`src/rtl/gin_pkg.sv`:
```
// Shared types and helpers for the GIN multicast X-bus.
// Tag comparisons take 32-bit operands so every tag width can use one helper.
package gin_pkg;

    localparam int GIN_COL_TAG_WIDTH_DEF = 4;
    localparam int GIN_FIFO_DEPTH_DEF    = 4;
    localparam int GIN_TAG_MAX_W         = 32;

    typedef logic [GIN_COL_TAG_WIDTH_DEF-1:0] col_tag_t;

    // Inclusive unsigned range test. An inverted range (lo > hi) matches nothing.
    function automatic logic tag_in_range(
        input logic [GIN_TAG_MAX_W-1:0] lo,
        input logic [GIN_TAG_MAX_W-1:0] hi,
        input logic [GIN_TAG_MAX_W-1:0] id
    );
        return (lo <= id) && (id <= hi);
    endfunction

endpackage

```
`src/rtl/gin_col_ctrl.sv`:
```
// One X-bus column: scan-loaded ID register, tag-range match and a small FIFO.
// The head word reads as zero while the FIFO is empty.
module gin_col_ctrl
    import gin_pkg::*;
#(
    parameter int DATA_WIDTH    = 64,
    parameter int COL_TAG_WIDTH = GIN_COL_TAG_WIDTH_DEF,
    parameter int FIFO_DEPTH    = GIN_FIFO_DEPTH_DEF
) (
    input  logic                     link_clk,
    input  logic                     reset,
    input  logic                     i_se_id,
    input  logic                     i_scan_in,
    output logic                     o_scan_out,
    input  logic [COL_TAG_WIDTH-1:0] i_tag_lo,
    input  logic [COL_TAG_WIDTH-1:0] i_tag_hi,
    input  logic [DATA_WIDTH-1:0]    i_data,
    input  logic                     i_push,
    input  logic                     i_ready,
    output logic [DATA_WIDTH-1:0]    o_data,
    output logic                     o_valid,
    output logic                     o_match,
    output logic                     o_full
);

    localparam int AW = $clog2(FIFO_DEPTH);
    localparam int CW = AW + 1;

    logic [COL_TAG_WIDTH-1:0] r_id;
    logic [DATA_WIDTH-1:0]    r_mem [FIFO_DEPTH];
    logic [AW-1:0]            r_wr_ptr;
    logic [AW-1:0]            r_rd_ptr;
    logic [CW-1:0]            r_count;

    logic w_empty;
    logic w_full;
    logic w_wr;
    logic w_rd;

    always_ff @(posedge link_clk or negedge reset) begin
        if (!reset) begin
            r_id <= '0;
        end else if (i_se_id) begin
            r_id <= {i_scan_in, r_id[COL_TAG_WIDTH-1:1]};
        end
    end

    assign o_scan_out = r_id[0];
    assign o_match    = tag_in_range(GIN_TAG_MAX_W'(i_tag_lo), GIN_TAG_MAX_W'(i_tag_hi),
                                     GIN_TAG_MAX_W'(r_id));

    assign w_empty = (r_count == '0);
    assign w_full  = (r_count == CW'(FIFO_DEPTH));
    // Full is taken before this cycle's pop, so a full FIFO never passes a word through.
    assign w_wr    = i_push && !w_full;
    assign w_rd    = i_ready && !w_empty;

    always_ff @(posedge link_clk) begin
        if (w_wr) begin
            r_mem[r_wr_ptr] <= i_data;
        end
    end

    always_ff @(posedge link_clk or negedge reset) begin
        if (!reset) begin
            r_wr_ptr <= '0;
            r_rd_ptr <= '0;
            r_count  <= '0;
        end else begin
            if (w_wr) begin
                r_wr_ptr <= r_wr_ptr + AW'(1);
            end
            if (w_rd) begin
                r_rd_ptr <= r_rd_ptr + AW'(1);
            end
            case ({w_wr, w_rd})
                2'b10:   r_count <= r_count + CW'(1);
                2'b01:   r_count <= r_count - CW'(1);
                default: r_count <= r_count;
            endcase
        end
    end

    assign o_valid = !w_empty;
    assign o_data  = w_empty ? '0 : r_mem[r_rd_ptr];
    assign o_full  = w_full;

endmodule

```
`src/rtl/gin_xbus_mc.sv`:
```
// Multicast X-bus for one GIN row: one word per clock goes to every column whose
// scanned ID lies in [tag_lo, tag_hi]; each column buffers independently.
module gin_xbus_mc
    import gin_pkg::*;
#(
    parameter int DATA_WIDTH    = 64,
    parameter int COL_TAG_WIDTH = GIN_COL_TAG_WIDTH_DEF,
    parameter int NUM_OF_COLS   = 14,
    parameter int FIFO_DEPTH    = GIN_FIFO_DEPTH_DEF
) (
    input  logic                     link_clk,
    input  logic                     reset,
    input  logic [DATA_WIDTH-1:0]    data_in,
    input  logic [COL_TAG_WIDTH-1:0] tag_lo,
    input  logic [COL_TAG_WIDTH-1:0] tag_hi,
    input  logic                     enable_in,
    output logic                     ready_out,
    output logic [DATA_WIDTH-1:0]    data_out [0:NUM_OF_COLS-1],
    output logic [NUM_OF_COLS-1:0]   enable_out,
    input  logic [NUM_OF_COLS-1:0]   ready_in,
    input  logic                     se_id,
    input  logic                     si_id,
    output logic                     so_id,
    output logic                     miss_err
);

    logic [NUM_OF_COLS-1:0] w_match;
    logic [NUM_OF_COLS-1:0] w_full;
    logic [NUM_OF_COLS-1:0] w_push;
    logic [NUM_OF_COLS:0]   w_chain;
    logic                   w_accept;
    logic                   r_miss_err;

    assign w_chain[0] = si_id;
    assign so_id      = w_chain[NUM_OF_COLS];

    for (genvar g = 0; g < NUM_OF_COLS; g++) begin : g_col
        gin_col_ctrl #(
            .DATA_WIDTH    (DATA_WIDTH),
            .COL_TAG_WIDTH (COL_TAG_WIDTH),
            .FIFO_DEPTH    (FIFO_DEPTH)
        ) u_col (
            .link_clk   (link_clk),
            .reset      (reset),
            .i_se_id    (se_id),
            .i_scan_in  (w_chain[g]),
            .o_scan_out (w_chain[g+1]),
            .i_tag_lo   (tag_lo),
            .i_tag_hi   (tag_hi),
            .i_data     (data_in),
            .i_push     (w_push[g]),
            .i_ready    (ready_in[g]),
            .o_data     (data_out[g]),
            .o_valid    (enable_out[g]),
            .o_match    (w_match[g]),
            .o_full     (w_full[g])
        );
    end

    // All-or-none multicast: any matching full column holds the whole bus.
    assign ready_out = !se_id && !(|(w_match & w_full));
    assign w_accept  = enable_in && ready_out;
    assign w_push    = {NUM_OF_COLS{w_accept}} & w_match;

    always_ff @(posedge link_clk or negedge reset) begin
        if (!reset) begin
            r_miss_err <= 1'b0;
        end else if (w_accept && !(|w_match)) begin
            r_miss_err <= 1'b1;
        end
    end

    assign miss_err = r_miss_err;

endmodule

```
`config.mk`:
```
export PLATFORM = sky130hd
export DESIGN_NAME = gin_xbus_mc
export DESIGN_NICKNAME = d
export VERILOG_FILES = /design/src/rtl/gin_pkg.sv /design/src/rtl/gin_col_ctrl.sv /design/src/rtl/gin_xbus_mc.sv
export SDC_FILE = /design/constraint.sdc
export NUM_CORES = 2
export LEC_CHECK = 0
export ABC_CLOCK_PERIOD_IN_PS = 7410
export CAP_MARGIN = 20
export CORE_UTILIZATION = 32
export CTS_BUF_LIST = sky130_fd_sc_hd__clkbuf_4 sky130_fd_sc_hd__clkbuf_8
export CTS_CLUSTER_SIZE = 8
export DETAILED_ROUTE_END_ITERATION = 7
export GPL_ROUTABILITY_DRIVEN = 0
export PLACE_DENSITY = 0.57
export SYNTH_ARGS = -nofsm -noshare
export SYNTH_HDL_FRONTEND = slang
export SYNTH_SLANG_ARGS = --single-unit
```
`constraint.sdc`:
```
create_clock -name link_clk -period 7.41 [get_ports link_clk]
set_clock_uncertainty 0.1 [all_clocks]
set_input_delay 1.1115 -clock link_clk [delete_from_list [all_inputs] [get_ports link_clk]]
set_output_delay 1.1115 -clock link_clk [all_outputs]
set_load 0.02 [all_outputs]
```
Yosys cells after proc, flatten, opt, wreduce, memory -nomap -nowiden. Memory sizes are Yosys's and may differ from the RTL's. Index checks and enable logic that the tools add are counted.

Reduce and logical (&&, ||, !) cells: 106. Multiplexer cells: 56. Bitwise gates (word level): 2. Eq/ne operators: 42. $lt $le $gt $ge: 28. $add $sub $neg: 56.

Operators with widths (count): 2-to-1 mux 64 bit (14); <= comparator 4 bit (28); one-hot mux 3 bit (2 select lines) (14); adder 2 x 1 -> 2 bit, second input constant (28); logical AND 1 bit (45); adder 3 x 1 -> 3 bit, second input constant (14); == test 3 bit, second input constant (14); logical NOT 3 bit (14); subtractor 3 x 1 -> 3 bit, second input constant (14); logical NOT 1 bit (31); AND 14 bit (2); == test 2 x 1 -> 1 bit, second input constant (14); == test 2 bit, second input constant (14); 2-to-1 mux 1 bit (28); nonzero test 2 bit (14); OR reduction 14 bit (2).

Output and inout bits: 913. Logic and storage cells: 361. Memory bits (writable): 3584. Memories kept: 14. Input port bits: 91. Flip-flop bits (word level): 155.

Memory list: g_col[0].u_col.r_mem (words 4, bits a word 64, read ports 1, clocked after memory_dff 0, wr ports 1, line gin_col_ctrl.sv:30) `logic [DATA_WIDTH-1:0] r_mem [FIFO_DEPTH];`; g_col[10].u_col.r_mem (words 4, bits a word 64, read ports 1, clocked after memory_dff 0, wr ports 1, line gin_col_ctrl.sv:30); g_col[11].u_col.r_mem (words 4, bits a word 64, read ports 1, clocked after memory_dff 0, wr ports 1, line gin_col_ctrl.sv:30); g_col[12].u_col.r_mem (words 4, bits a word 64, read ports 1, clocked after memory_dff 0, wr ports 1, line gin_col_ctrl.sv:30); g_col[13].u_col.r_mem (words 4, bits a word 64, read ports 1, clocked after memory_dff 0, wr ports 1, line gin_col_ctrl.sv:30); g_col[1].u_col.r_mem (words 4, bits a word 64, read ports 1, clocked after memory_dff 0, wr ports 1, line gin_col_ctrl.sv:30); 8 more memories.

Depth between registers and ports, before layout.
Depth in word-level cells: 11. Mapped depth: 17.

By module. A second synthesis with hierarchy kept.

Cells, all modules: 6810. Area, all modules: 145801.1 sq um.

By module, submodules not included: gin_col_ctrl (times used 14, sequential area each 7962.6 sq um, area an instance 10396.2 sq um, cells each 484); gin_xbus_mc (times used 1, sequential area each 25.0 sq um, area an instance 254.0 sq um, cells each 34).

Least setup slack after synthesis. No wires, ideal clock.

Kind: in2reg. From: input port tag_hi[3]. To: memory g_col[12].u_col.r_mem[0][0] (enable). Data required time: 6824 ps. Slack: 974 ps. Stages: 11. Arrival: 5849 ps. Cells stage by stage: inv_1 -> ha_1 -> nand4_1 -> o31ai_1 -> o32ai_1 -> nor4b_1 -> a211oi_2 -> nand4_4 -> buf_8 -> nand3b_4 -> nor2_1.

Word-level cells in the longest chain between the ends: 11. Elaborated cells between the ends (all ways): 37. Classes of those cells: 14 x order compare; 2 x mux; 2 x bitwise; 19 x reduce/logical.

RTL lines: start: declaration (line gin_xbus_mc.sv:15) `input logic [COL_TAG_WIDTH-1:0] tag_hi,`; <= comparator 4 bit (line gin_pkg.sv:17) `return (lo <= id) && (id <= hi);`; logical AND 1 bit (line gin_pkg.sv:17); AND 14 bit (line gin_xbus_mc.sv:61) `assign ready_out = !se_id && !(|(w_match & w_full));`; OR reduction 14 bit (line gin_xbus_mc.sv:61); logical NOT 1 bit (line gin_xbus_mc.sv:61); logical AND 1 bit (line gin_xbus_mc.sv:61); logical AND 1 bit (line gin_xbus_mc.sv:62) `assign w_accept = enable_in && ready_out;`; AND 14 bit (*) (line gin_xbus_mc.sv:63) `assign w_push = {NUM_OF_COLS{w_accept}} & w_match;`; logical AND 1 bit (*) (line gin_col_ctrl.sv:55) `assign w_wr = i_push && !w_full;`; 2-to-1 mux 1 bit (*) (line gin_col_ctrl.sv:59) `if (w_wr) begin`; 2-to-1 mux 1 bit (not written as such) (*) (line gin_col_ctrl.sv:60) `r_mem[r_wr_ptr] <= i_data;`; end: declaration (line gin_col_ctrl.sv:30).

Mark *: on every way between the ends. The rest lies on a longest branch, timed or not.

Worst setup path after layout.
From: input port tag_hi[1]. To: output port ready_out.

Word-level cells in the longest chain between the ends: 6. Elaborated cells between the ends (all ways): 32. Classes of those cells: 14 x order compare; 1 x bitwise; 17 x reduce/logical.

RTL lines: <= comparator 4 bit (line gin_pkg.sv:17); logical AND 1 bit (line gin_pkg.sv:17); AND 14 bit (*) (line gin_xbus_mc.sv:61); OR reduction 14 bit (*) (line gin_xbus_mc.sv:61); logical NOT 1 bit (*) (line gin_xbus_mc.sv:61); logical AND 1 bit (*) (line gin_xbus_mc.sv:61); end: declaration (line gin_xbus_mc.sv:17) `output logic ready_out,`.

Marks and branches as above.

==> results.md <==
- Die Wd: 675.9 um
- P_sw: 27.62 mW
- Yosys top cell area share: 74.05%
- Final Hold Vio Count: 0
- Unrepaired setup endpoints after global routing: no
- Area grow syn2layout: 22.57%
- CTS-repair resized insts: 0
- Register area share after synthesis: 76.72%
- Syn Inst Count: 6758
- Critical path cell sequence: clkdlybuf4s50_1 -> inv_1 -> ha_1 -> and3b_1 -> a2111oi_0 -> o22ai_1 -> nor4b_2 -> nor4_4 -> nand2_1 -> and4b_1 -> clkdlybuf4s50_1
- I/O Pins: 1004
- Die span in y: 675.9 um
- TNS Setup: 0 ps
- Worst skew pair latency: 1220 ps
- Post-synth cell types: 65
- Row cnt: 247
- Slew HR: 20.46%
- Total Routed Length: 497.5 mm
- Worst path slowest cell: inv_1
- Synth area leaders: edfxtp_1 74%, mux4_2 14%, and2_1 4.1%, dfrtp_1 2.7%, ha_1 1.6%
- Via/cell ratio: 5.082
- Final ANT Viol Nets: 0
- Port bufs: 1003
- F_max: 0.1613 GHz
- Routed len/inst: 33.44 um
- Core area: 0.4524 mm2
- Switching Fraction: 36.86%
- CTS buffer count: 623
- Max Slew Vio Count: 0
- H-tree Lvls: 6
- Power Internal: 47.31 mW
- Initial core utilization: 32.12%
- CP max FO: 14
- R2r startpoint: g_col[13].u_col.r_id[2]$_DFFE_PN0P_
- Pleak: 57.93 nW
- Final instance area: 0.1781 mm2
- Via count: 75610
- Vias in the first global route: 78510
- Final setup violation count: 0
- Mapped Area: 0.1453 mm2
- Logic gate share of total power: 40.5%
- Fin crit share: 83.65%
- CTS tree: done
- Required @ worst endpoint: 6200 ps
- Fillcell total: 40380
- Post-synth top area cell: edfxtp_1
- Syn Area/Cell: 21.51 um2
- Flop pwr share: 34.8%
- Outcome: finished, final reports clean
- Area of the multi-input gates: 0.03216 mm2
- First-pass GRT wire length: 668.4 mm
- Peak VDD IR: 270.3 uV
- Buffers plus inverters on the worst setup path: 3
- Initial antenna violation count: 63
- Post-synth EDFFs: 3584
- HPWL after DPL: 337.1 mm
- Root Driver: clkbuf_8
- Tightest Pin Transition: 1193 ps
- Slowest stage delay, CP: 610 ps
- Global-route total usage across every layer: 21.29%
- Most used cell, CP: clkdlybuf4s50_1
- 1st-pass router iterations: 5
- Clock Pin Slew Worst Setup and Hold Paths: 60 ps
- Post-synth ARST share: 4.145%
- Most used flip-flop cell after synthesis: edfxtp_1
- Initial DRC count: 7574
- Deepest clock path buffer count: 4
- Largest net degree at the start of global routing: 113
- Hold Path Origin: data_in[46]
- Most common cell in the netlist: edfxtp_1
- DRC: 0
- Number of synthesized register bits: 3739
- Synthesized net count: 7045
- Share of layout cells above drive strength 1: 27.22%
- Hold/Removal Path Class: input port to flop
- Reg area: 0.1116 mm2
- Clk sinks: 3739
- Critical Path AT: 4990 ps
- Max-cap violations: 0
- Final nets: 8702
- YS warnings: 0
- Power Density: 420.6 mW/mm2
- Final Critical Period: 6199 ps
- Die Area: 0.4569 mm2
- Launch point of the critical path: tag_hi[1]
- Clk pwr share: 24.7%
- Critical path class: input port to output pin
- CP Launch Type: input port
- Area after DPL: 0.1655 mm2
- Crit end category: output pin
- Critical path's top delay family: buffers and inverters
- Total grt overflow: 0
- Top post-synthesis cells by count: 3584 x edfxtp_1, 964 x and2_1, 896 x mux4_2
worst paths after layout:
path | endpoint | slack [ps] | depth (start not counted)
hold / removal | g_col[9].u_col.r_mem[0][46]$_DFFE_PP_ | 110 | 1
max in group asynchronous | g_col[3].u_col.r_rd_ptr[1]$_DFFE_PN0P_ | 5260 | 3
setup reg to reg | g_col[1].u_col.r_count[2]$_DFFE_PN0P_ | 3000 | 18
min in group asynchronous | g_col[2].u_col.r_rd_ptr[1]$_DFFE_PN0P_ | 340 | 2
hold reg to reg | g_col[1].u_col.r_rd_ptr[1]$_DFFE_PN0P_ | 360 | 1
setup / recovery | ready_out | 1210 | 11
stage by stage:
| stage | instances | hold slack, ps | power, mW | worst slack (ps) | util, % |
|---|---|---|---|---|---|
| after floorplan | 6758 | 348.1 | 40.91 | 974.4 | - |
| after global placement | 13760 | 358.0 | 56.99 | 1123 | 36.58 |
| after detailed placement | 13760 | 355.6 | 57.10 | 1232 | 36.59 |
| after CTS | 14850 | 5.035 | 75.68 | 1212 | 39.33 |
| after global routing | 14870 | 36.32 | 77.29 | 1118 | 39.37 |
| final | 14880 | 106.4 | 74.93 | 1211 | 39.37 |
final cells by class:
class | count | area share, %
antenna | 19 | 0.02669
tap | 5976 | 4.197
sequential | 3739 | 62.64
inverter | 155 | 0.3266
multi-input combinational | 2543 | 18.05
clock buffer | 879 | 5.969
clock inverter | 215 | 0.9854
timing repair buffer | 1353 | 7.807
repair_timing:
action,in CTS,in global routing
hold buffers,3,0
buffers inserted,0,0
endpoints found under the hold margin,51,0
flip-flops by register name (all words and copies together) (netlist names):
register              count
g_col.u_col.r_count      42
g_col.u_col.r_id         56
g_col.u_col.r_mem      3584
g_col.u_col.r_rd_ptr     28
g_col.u_col.r_wr_ptr     28
miss_err                  1
routing by layer:
metal | wire (um) | share of wire (%) | global-route usage, %
met4 | 27810 | 5.6 | 10.39
met1 | 187000 | 38 | 25.74
met3 | 29980 | 6.0 | 3.520
met2 | 252500 | 51 | 36.95
met5 | 208 | 0.042 | 0.2946
cell usage in the layout, fill, tap and decap left out, types with 11 or more instances in the layout:
cell type,netlist,final
edfxtp_1,3584,3584
clkdlybuf4s50_1,0,937
and2_1,964,912
mux4_2,896,896
clkbuf_8,0,646
buf_4,14,248
clkbuf_4,0,234
ha_1,182,182
inv_1,155,155
dfrtp_1,155,127
buf_12,0,117
clkinv_1,0,106
nand2_1,105,105
o21ai_0,88,88
buf_2,0,45
xnor2_1,42,42
xor2_1,42,42
and2_4,0,40
clkinv_2,0,35
nor2_1,27,23
nand4_1,21,21
bufinv_16,0,21
diode_2,0,19
clkinvlp_4,0,18
dfrtp_4,0,18
a21oi_1,15,15
mux2_1,14,14
fa_1,14,14
inv_8,0,14
nor2b_1,13,13
or3_2,0,13
and2_2,0,12
inv_6,0,11
power groups by stage:
stage	Sequential, mW	Combinational [mW]	Clock, mW
floorplan	25.3	15.6	0
global placement	26.6	30.4	0
detailed placement	26.7	30.4	0
CTS	26.3	30.5	18.9
global route	26.3	31.3	19.7
finish	26.1	30.4	18.5
worst register-to-register path, cell delays in order (launching register included):
cell       delay [ps]
dfrtp_1           380
inv_1              80
ha_1              330
and3b_1           200
a2111oi_2         410
o22ai_2           320
o221a_1           390
and3_4            190
nand4_4            90
buf_4             430
nor3_4             70
buf_4             200
inv_1              60
ha_1              190
inv_1              80
fa_1              390
xor2_1            160
nor2_1            130
xor2_1            150
cell families after synthesis:
logic type	after synthesis	share of synthesized area [%]
and+or+nand+nor	1192	5.032
xor gates and xnor gates	84	0.5062
muxes	910	13.99
DFF	3739	76.72
adders and majority gates	196	1.760
AOI/OAI and AO/OA	161	0.7223
buffers and inverters	476	1.273
(Power assumes the default switching activity.)
